===== src/rtl/accel_scheduler.sv =====
// accel_scheduler
//
// Sequences the pairwise gravity accelerator over a body table. For each body
// i it reads i's position, then streams every other body j through the
// accelerator one pair at a time. It feeds the running acceleration back into
// the accelerator and writes the final (a_x, a_y) for body i. Exactly one pair
// is in flight at a time. No floating-point arithmetic is done here; all
// values pass through bit-exact.
//
// Ports
//   i_clk, i_rst            clock, synchronous active-high reset
//   i_start                 start a full pass (sampled only while idle)
//   o_busy, o_done          busy outside IDLE; one-cycle pulse at pass end
//   o_rd_en, o_rd_addr      body memory read (data returns one cycle later)
//   i_rd_x, i_rd_y, i_rd_m  body memory read data
//   o_b1_x, o_b1_y          body i position to the accelerator
//   o_b2_x, o_b2_y, o_m_b2  body j position and mass (zero outside ISSUE)
//   o_a_b1_x, o_a_b1_y      running acceleration in (zero outside ISSUE)
//   o_acc_valid             pair presented this cycle
//   i_a_b1_x, i_a_b1_y      accelerator result, ACC_LAT cycles after issue
//   o_wr_en, o_wr_addr      result write strobe and body index
//   o_wr_a_x, o_wr_a_y      final acceleration of body i
module accel_scheduler #(
    parameter int N_BODIES = 8,
    parameter int IDX_W    = 3,
    parameter int ACC_LAT  = 15
) (
    input  logic             i_clk,
    input  logic             i_rst,
    input  logic             i_start,
    output logic             o_busy,
    output logic             o_done,
    output logic             o_rd_en,
    output logic [IDX_W-1:0] o_rd_addr,
    input  logic [31:0]      i_rd_x,
    input  logic [31:0]      i_rd_y,
    input  logic [31:0]      i_rd_m,
    output logic [31:0]      o_b1_x,
    output logic [31:0]      o_b1_y,
    output logic [31:0]      o_b2_x,
    output logic [31:0]      o_b2_y,
    output logic [31:0]      o_m_b2,
    output logic [31:0]      o_a_b1_x,
    output logic [31:0]      o_a_b1_y,
    output logic             o_acc_valid,
    input  logic [31:0]      i_a_b1_x,
    input  logic [31:0]      i_a_b1_y,
    output logic             o_wr_en,
    output logic [IDX_W-1:0] o_wr_addr,
    output logic [31:0]      o_wr_a_x,
    output logic [31:0]      o_wr_a_y
);

    localparam int CNT_W = $clog2(ACC_LAT + 1);
    // Indices carry one extra bit so that j >= N_BODIES never wraps.
    localparam logic [IDX_W:0]   N_EXT    = (IDX_W + 1)'(N_BODIES);
    localparam logic [IDX_W:0]   LAST_I   = (IDX_W + 1)'(N_BODIES - 1);
    localparam logic [CNT_W-1:0] CNT_LOAD = CNT_W'(ACC_LAT);

    typedef enum logic [2:0] {IDLE, RD_I, LD_I, RD_J, ISSUE, WAIT, WRITE, DONE} state_t;

    state_t           state;
    logic [IDX_W:0]   body_i;
    logic [IDX_W:0]   body_j;
    logic [CNT_W-1:0] cnt;
    logic [31:0]      acc_x;
    logic [31:0]      acc_y;
    logic [31:0]      b1_x;
    logic [31:0]      b1_y;

    logic [IDX_W:0]   j_first;
    logic [IDX_W:0]   j_step;
    logic [IDX_W:0]   j_next;

    // First partner of body i, and the next partner skipping j == i.
    always_comb begin
        j_first = (body_i == '0) ? (IDX_W + 1)'(1) : '0;
        j_step  = body_j + (IDX_W + 1)'(1);
        j_next  = (j_step == body_i) ? j_step + (IDX_W + 1)'(1) : j_step;
    end

    // Memory read data is only valid in ISSUE, so the pair operands are
    // steered straight through rather than registered.
    assign o_b1_x   = b1_x;
    assign o_b1_y   = b1_y;
    assign o_b2_x   = (state == ISSUE) ? i_rd_x : 32'h0;
    assign o_b2_y   = (state == ISSUE) ? i_rd_y : 32'h0;
    assign o_m_b2   = (state == ISSUE) ? i_rd_m : 32'h0;
    assign o_a_b1_x = (state == ISSUE) ? acc_x  : 32'h0;
    assign o_a_b1_y = (state == ISSUE) ? acc_y  : 32'h0;

    // Control outputs are registered: each transition loads the values the
    // destination state presents.
    always_ff @(posedge i_clk) begin
        if (i_rst) begin
            state       <= IDLE;
            body_i      <= '0;
            body_j      <= '0;
            cnt         <= '0;
            acc_x       <= 32'h0;
            acc_y       <= 32'h0;
            b1_x        <= 32'h0;
            b1_y        <= 32'h0;
            o_busy      <= 1'b0;
            o_done      <= 1'b0;
            o_rd_en     <= 1'b0;
            o_rd_addr   <= '0;
            o_acc_valid <= 1'b0;
            o_wr_en     <= 1'b0;
            o_wr_addr   <= '0;
            o_wr_a_x    <= 32'h0;
            o_wr_a_y    <= 32'h0;
        end else begin
            o_done      <= 1'b0;
            o_rd_en     <= 1'b0;
            o_rd_addr   <= '0;
            o_acc_valid <= 1'b0;
            o_wr_en     <= 1'b0;
            o_wr_addr   <= '0;
            o_wr_a_x    <= 32'h0;
            o_wr_a_y    <= 32'h0;
            case (state)
                IDLE: begin
                    if (i_start) begin
                        body_i    <= '0;
                        state     <= RD_I;
                        o_busy    <= 1'b1;
                        o_rd_en   <= 1'b1;
                        o_rd_addr <= '0;
                    end
                end
                RD_I: state <= LD_I;
                LD_I: begin
                    b1_x   <= i_rd_x;
                    b1_y   <= i_rd_y;
                    acc_x  <= 32'h0;
                    acc_y  <= 32'h0;
                    body_j <= j_first;
                    if (j_first >= N_EXT) begin
                        state     <= WRITE;
                        o_wr_en   <= 1'b1;
                        o_wr_addr <= body_i[IDX_W-1:0];
                    end else begin
                        state     <= RD_J;
                        o_rd_en   <= 1'b1;
                        o_rd_addr <= j_first[IDX_W-1:0];
                    end
                end
                RD_J: begin
                    state       <= ISSUE;
                    o_acc_valid <= 1'b1;
                end
                ISSUE: begin
                    cnt   <= CNT_LOAD;
                    state <= WAIT;
                end
                WAIT: begin
                    cnt <= cnt - CNT_W'(1);
                    // Last wait cycle: the accelerator output for this pair is valid.
                    if (cnt == CNT_W'(1)) begin
                        acc_x  <= i_a_b1_x;
                        acc_y  <= i_a_b1_y;
                        body_j <= j_next;
                        if (j_next >= N_EXT) begin
                            state     <= WRITE;
                            o_wr_en   <= 1'b1;
                            o_wr_addr <= body_i[IDX_W-1:0];
                            o_wr_a_x  <= i_a_b1_x;
                            o_wr_a_y  <= i_a_b1_y;
                        end else begin
                            state     <= RD_J;
                            o_rd_en   <= 1'b1;
                            o_rd_addr <= j_next[IDX_W-1:0];
                        end
                    end
                end
                WRITE: begin
                    if (body_i == LAST_I) begin
                        state  <= DONE;
                        o_done <= 1'b1;
                    end else begin
                        body_i    <= body_i + (IDX_W + 1)'(1);
                        state     <= RD_I;
                        o_rd_en   <= 1'b1;
                        o_rd_addr <= body_i[IDX_W-1:0] + IDX_W'(1);
                    end
                end
                DONE: begin
                    state  <= IDLE;
                    o_busy <= 1'b0;
                end
                default: begin
                    state  <= IDLE;
                    o_busy <= 1'b0;
                end
            endcase
        end
    end

endmodule


===== config.mk =====
export PLATFORM = sky130hd
export DESIGN_NAME = accel_scheduler
export DESIGN_NICKNAME = d
export VERILOG_FILES = /design/src/rtl/accel_scheduler.sv
export SDC_FILE = /design/constraint.sdc
export NUM_CORES = 1
export LEC_CHECK = 0
export BUFFER_PORTS_ARGS = -buffer_cell sky130_fd_sc_hd__buf_2
export CORE_AREA = 4 4 177 179
export DETAILED_ROUTE_END_ITERATION = 7
export DIE_AREA = 0 0 181 183
export PLACE_DENSITY_LB_ADDON = 0.25
export SLEW_MARGIN = 20
export SYNTH_ARGS = -nofsm -noshare
export SYNTH_HDL_FRONTEND = slang
export SYNTH_SLANG_ARGS = --single-unit

===== constraint.sdc =====
create_clock -name i_clk -period 3.1 [get_ports i_clk]
set_input_delay 0.465 -clock i_clk [delete_from_list [all_inputs] [get_ports i_clk]]
set_output_delay 0.465 -clock i_clk [all_outputs]
set_load 0.01 [all_outputs]

; Yosys cells after proc, flatten, opt, wreduce, memory -nomap -nowiden
; Index checks and enable logic that the tools add are counted.
[word_totals]
inputBits = 163
mem_bits_rw = 0
latch_bits = 0
mem_bits_ro = 0
memories = 0
regBits = 218
wordCells = 99
[classes]
eq_ne = 13
shift = 0
n_bitwise = 4
order_cmp = 2
muxes = 46
div = 0
add_sub_neg = 5
n_reduce_logical = 12
n_mul = 0
[op_table]
columns = operator, n
row1 = $mux 32, 7
row2 = $pmux 32 s2, 2
row3 = $mux 3, 11
row4 = $pmux 3 s8, 1
row5 = $pmux 4 s2, 3
row6 = $mux 4, 4
row7 = $mux 1, 13
row8 = $add 4x1->4 const B, 3
row9 = $eq 3x3->1 const B, 4
row10 = $pmux 3 s3, 1
row11 = $reduce_bool 2->1, 4
row12 = $eq 3x2->1 const B, 2
row13 = $ne 2x2->1 const B, 3
row14 = $pmux 3 s2, 1
row15 = $reduce_and 2->1, 3
row16 = $eq 4x1->1 const B, 1
row17 = $eq 4x3->1 const B, 1
row18 = $eq 4x4->1, 1
row19 = $ge 1x4->1 const B, 1
row20 = $ge 4x4->1 const B, 1
row21 = $logic_not 4->1, 1
row22 = $not 1->1, 4
row23 = $pmux 1 s2, 2
row24 = $pmux 1 s4, 1
row25 = 7 further kinds, 7

; Logic depth before layout (Yosys ltp)
[logic_depth]
word_depth = 7
mapped_depth = 8

; Least setup slack after synthesis
; OpenSTA, ideal clock, no wires.
[synth_timing]
path_type = reg2reg
from = register body_j[0]
to = register o_wr_a_x[0]
t_arrival_ns = 2.239
slack_ns = 0.802
path_stages_with_launch = 9
path_cell_list = dfxtp_1 -> inv_1 -> ha_1 -> nor3_1 -> mux2_2 -> nor4b_4 -> buf_6 -> buf_6 -> and2_1
[synth_between]
elab_chain_len = 6
[synth_rtl]
columns = element, line
row1 = "start, declared", 64  ; logic [IDX_W:0] body_j;
row2 = "start signal, assigned", 138  ; body_j <= j_first;
row3 = "start signal, assigned", 163  ; body_j <= j_next;
row4 = $add 4x1->4 *, 78  ; j_step = body_j + (IDX_W + 1)'(1);
row5 = $add 4x1->4 / $eq 4x4->1 (equally long branches), 79  ; j_next = (j_step == body_i) ? j_step + (IDX_W + 1)'(1) : j_step;
row6 = $mux 4 *, 79
row7 = $ge 4x4->1 *, 164  ; if (j_next >= N_EXT) begin
row8 = $not 1->1 (no line) *, n/a
row9 = $reduce_or 4->1 (no line) *, n/a
row10 = "end signal, assigned", 168  ; o_wr_a_x <= i_a_b1_x;
row11 = "end, declared", 50  ; output logic [31:0] o_wr_a_x,
; Every way passes the cells marked *; elsewhere a longest branch is shown, timed or not.
; A chain may end at the register's enable or synchronous reset.

; Final worst setup path
[layout_timing]
from = register state[2]
to = output port o_b2_y[27]
[layout_between]
elab_chain_len = 2
[layout_rtl]
columns = element, line
row1 = "start, declared", 62  ; state_t state;
row2 = "start signal, assigned", 96  ; state <= IDLE;
row3 = "start signal, assigned", 126  ; state <= RD_I;
row4 = "start signal, assigned", 132  ; RD_I: state <= LD_I;
row5 = $eq 3x3->1, 87  ; assign o_b2_y = (state == ISSUE) ? i_rd_y : 32'h0;
row6 = $mux 32, 87
row7 = "end, declared", 41  ; output logic [31:0] o_b2_y,
; Every way passes these cells.

==> flow_summary.ini <==
[logic_synthesis]
ys_ff_latch = 218
synth_top_area_share = 0.507
synthesis.nets = 1204
synthCells = 1035
yosys.area.top_type = dfxtp_1
synth.yosys.seq_area_share = 0.507
yosys_most_used_dff = dfxtp_1
synthDistinctLibCells = 41
ys_top_cells_by_area = dfxtp_1 51%, and2_1 16%, nand2_1 8.9%
synth_area_um2 = 8620
synth-async-reset-ratio = 0
yosys_warnings = 0
synth_edf_count = 0
avgSynthCellArea_um2 = 8.32

[setup_path]
r2r_cells = 7
slowest_stage = dfxtp_1
worstPathMaxFanout = 68
r2r_end = o_wr_a_y[2]$_SDFF_PP0_
rrSetupSlack_ns = 0.53
crit_start = state[2]$_SDFFE_PP0P_
rr_startpoint = body_j[0]$_SDFFE_PP0P_
critical_path.cell_chain = inv_1 > nor3_2 > buf_12 > and2_1 > buf_2
crit_type = flop to primary output
critPathMaxStageDelay_ns = 0.55
crit_required_ns = 2.63
start_kind = flop
cp.arrival_ns = 2.45
cp-end-kind = primary output

[power_and_ir_drop]
combPwrFrac = 0.105
p_int_w = 0.00507
seq_power_share = 0.435
switchingPower_w = 0.00169
p_leak_nw = 5.77
swShare = 0.250
p_per_area_nw_per_um2 = 556
power_w = 0.00676
peakVddDrop_uv = 386
pwr-share-clk = 0.460

[cts]
cts_buffers = 26
cts_tree = yes
cts_root_buf = clkbuf_16
cts_buffer_depth = 3
cts-htree-levels = 1
clk_latency_ns = 0.52
clk_pin_slew_ns = 0.06
post-cts-setup-buffers = 0
ctsHoldBuffers = 0
clock-sinks = 218
cts-resized-gates = 0

[route]
first_iter_violations = 348
wl_per_cell_um = 16.4
drtPass1Iterations = 5
drc_errors = 0
drt-met1-wl_um = 12100
detail-route-antenna-nets = 0
vias_per_cell = 4.53
vias = 8445
dr_wl_met2_um = 15000
wl_met3_um = 2590
top_layer = met5
wl_um = 30500

[layout]
nets = 1625
areaGrowthSynthToFinish_pct = 41.1
fin_cells = 1864
final_cell_mix = 460 x buf_2, 227 x and2_1, 218 x dfxtp_1, 202 x nand2_1, 136 x a21oi_1
final_util = 0.411
antennaDiodeCount = 0
nFillCells = 3106
drive_above_1_share = 0.357
layout_commonest_cell = buf_2

[die]
die_h_um = 183
die_w_um = 181
core_area_um2 = 29600
rows = 63
initial_core_util = 0.291
die_area_um2 = 33100
io_pins = 462

[hold_path]
hold_start = i_a_b1_y[20]
hold_class = input port to flop
whs_path_depth = 2
whs_endpoint = o_wr_a_y[20]$_SDFF_PP0_

[place]
port_buffers = 461
dp_hpwl_um = 22200
dpl.cell_count = 1818
gp_congestion = 0.810

[grt]
grt_max_degree = 69
grt_first_pass_wirelength_um = 46700
antenna_found_initial = 2
overflow = 0
grt_pass1_vias = 8427
grt_util_all_layers = 0.172

[timing]
report.final.hold_viol_count = 0
min_period_ns = 2.91
fin_skew_ns = 0.0117
holdWs_ns = 0.163
max_freq_ghz = 0.344
tns_ns = 0
relSlewSlack = 0.520
fin_crit_sh = 0.939
slew_viol_final = 0
rsz0062_at_grt = false
setup_viol = 0
worst_slew_pin_slew_ns = 0.720

[run]
drv_cap = 0

[status]
status = complete, no violations
synthesized netlist by cell type, drive strengths merged (2+ instances only):
cell type / n
and2: 227
dfxtp: 218
nand2: 204
a21oi: 137
nand3: 70
clkbuf: 64
nor2: 20
buf: 17
nor3: 7
ha: 6
inv: 6
nor3b: 6
xnor2: 6
nand3b: 5
o21ai: 5
a211oi: 4
a311oi: 4
xor2: 4
nand4: 3
or2: 3
a31oi: 2
nand2b: 2
metal layers:
metal	vias to the layer above	track usage
met2	339	0.305
li1	4188	-
met4	4	0.0504
met5	-	0
met1	3863	0.203
met3	51	0.0504
cells by family (layout without fill, tap and decap cells):
group | count (synthesis) | after routing | synth area share
AO/OA/AOI/OAI | 159 | 159 | 0.0979
XOR/XNOR | 11 | 11 | 0.0128
adder cells (fa/ha/maj) | 6 | 6 | 0.00871
buffers and inverters | 87 | 526 | 0.0415
flip-flops | 218 | 218 | 0.507
multiplexers | 2 | 2 | 0.00247
AND/OR/NAND/NOR | 552 | 552 | 0.330
power groups by stage:
| stage | Clock, W | Sequential (W) | Combinational, W |
|---|---|---|---|
| 6_report | 0.00311 | 0.00294 | 0.000712 |
| 5_1_grt | 0.00333 | 0.00295 | 0.000797 |
| 4_1_cts | 0.00321 | 0.00294 | 0.000729 |
| 3_5_place_dp | 0 | 0.00300 | 0.000727 |
| 3_3_place_gp | 0 | 0.00299 | 0.000726 |
| 2_1_floorplan | 0 | 0.00301 | 0.000349 |
state kept, by name (all words and copies together) (netlist names), 3 cells and up:
name,flops
acc_x,32
acc_y,32
body_i,4
body_j,4
cnt,4
o_b1_x,32
o_b1_y,32
o_rd_addr,3
o_wr_a_x,32
o_wr_a_y,32
o_wr_addr,3
state,3
area by class of cell:
type	instances	area (µm²)	area share
Clock buffer	38	757	0.0623
Tap cell	390	488	0.0401
Sequential cell	218	4360	0.359
Timing Repair Buffer	474	2480	0.204
Inverter	6	22.5	0.00185
Multi-Input combinational cell	730	3920	0.323
Clock inverter	8	119	0.00978
worst max-delay path, delay by kind of cell (launching register included):
family / cells / cell delay, ns
buf+inv: 3 / 0.66
simple gates: 2 / 0.70
flops: 1 / 0.55
how the worst max path moves through the flow:
stage | end | slack (ns) | cells after the start
2_1_floorplan | o_wr_a_x[0]$_SDFF_PP0_ | 0.80 | 8
5_1_grt | o_b2_y[2] | 0.01 | 5
3_5_place_dp | o_wr_a_x[8]$_SDFF_PP0_ | 0.57 | 7
4_1_cts | o_b2_y[27] | 0.16 | 5
6_report | o_b2_y[27] | 0.19 | 5
3_3_place_gp | o_wr_a_x[20]$_SDFF_PP0_ | 0.66 | 7
metrics by stage:
stage | setup slack [ns] | area [µm²]
after floorplan | 0.802 | 8620
after global placement | 0.656 | 11300
after detailed placement | 0.570 | 11300
after CTS | 0.157 | 12200
after global routing | 0.0130 | 12200
final | 0.190 | 12200
Note: power is estimated with default switching activity, not from simulation.
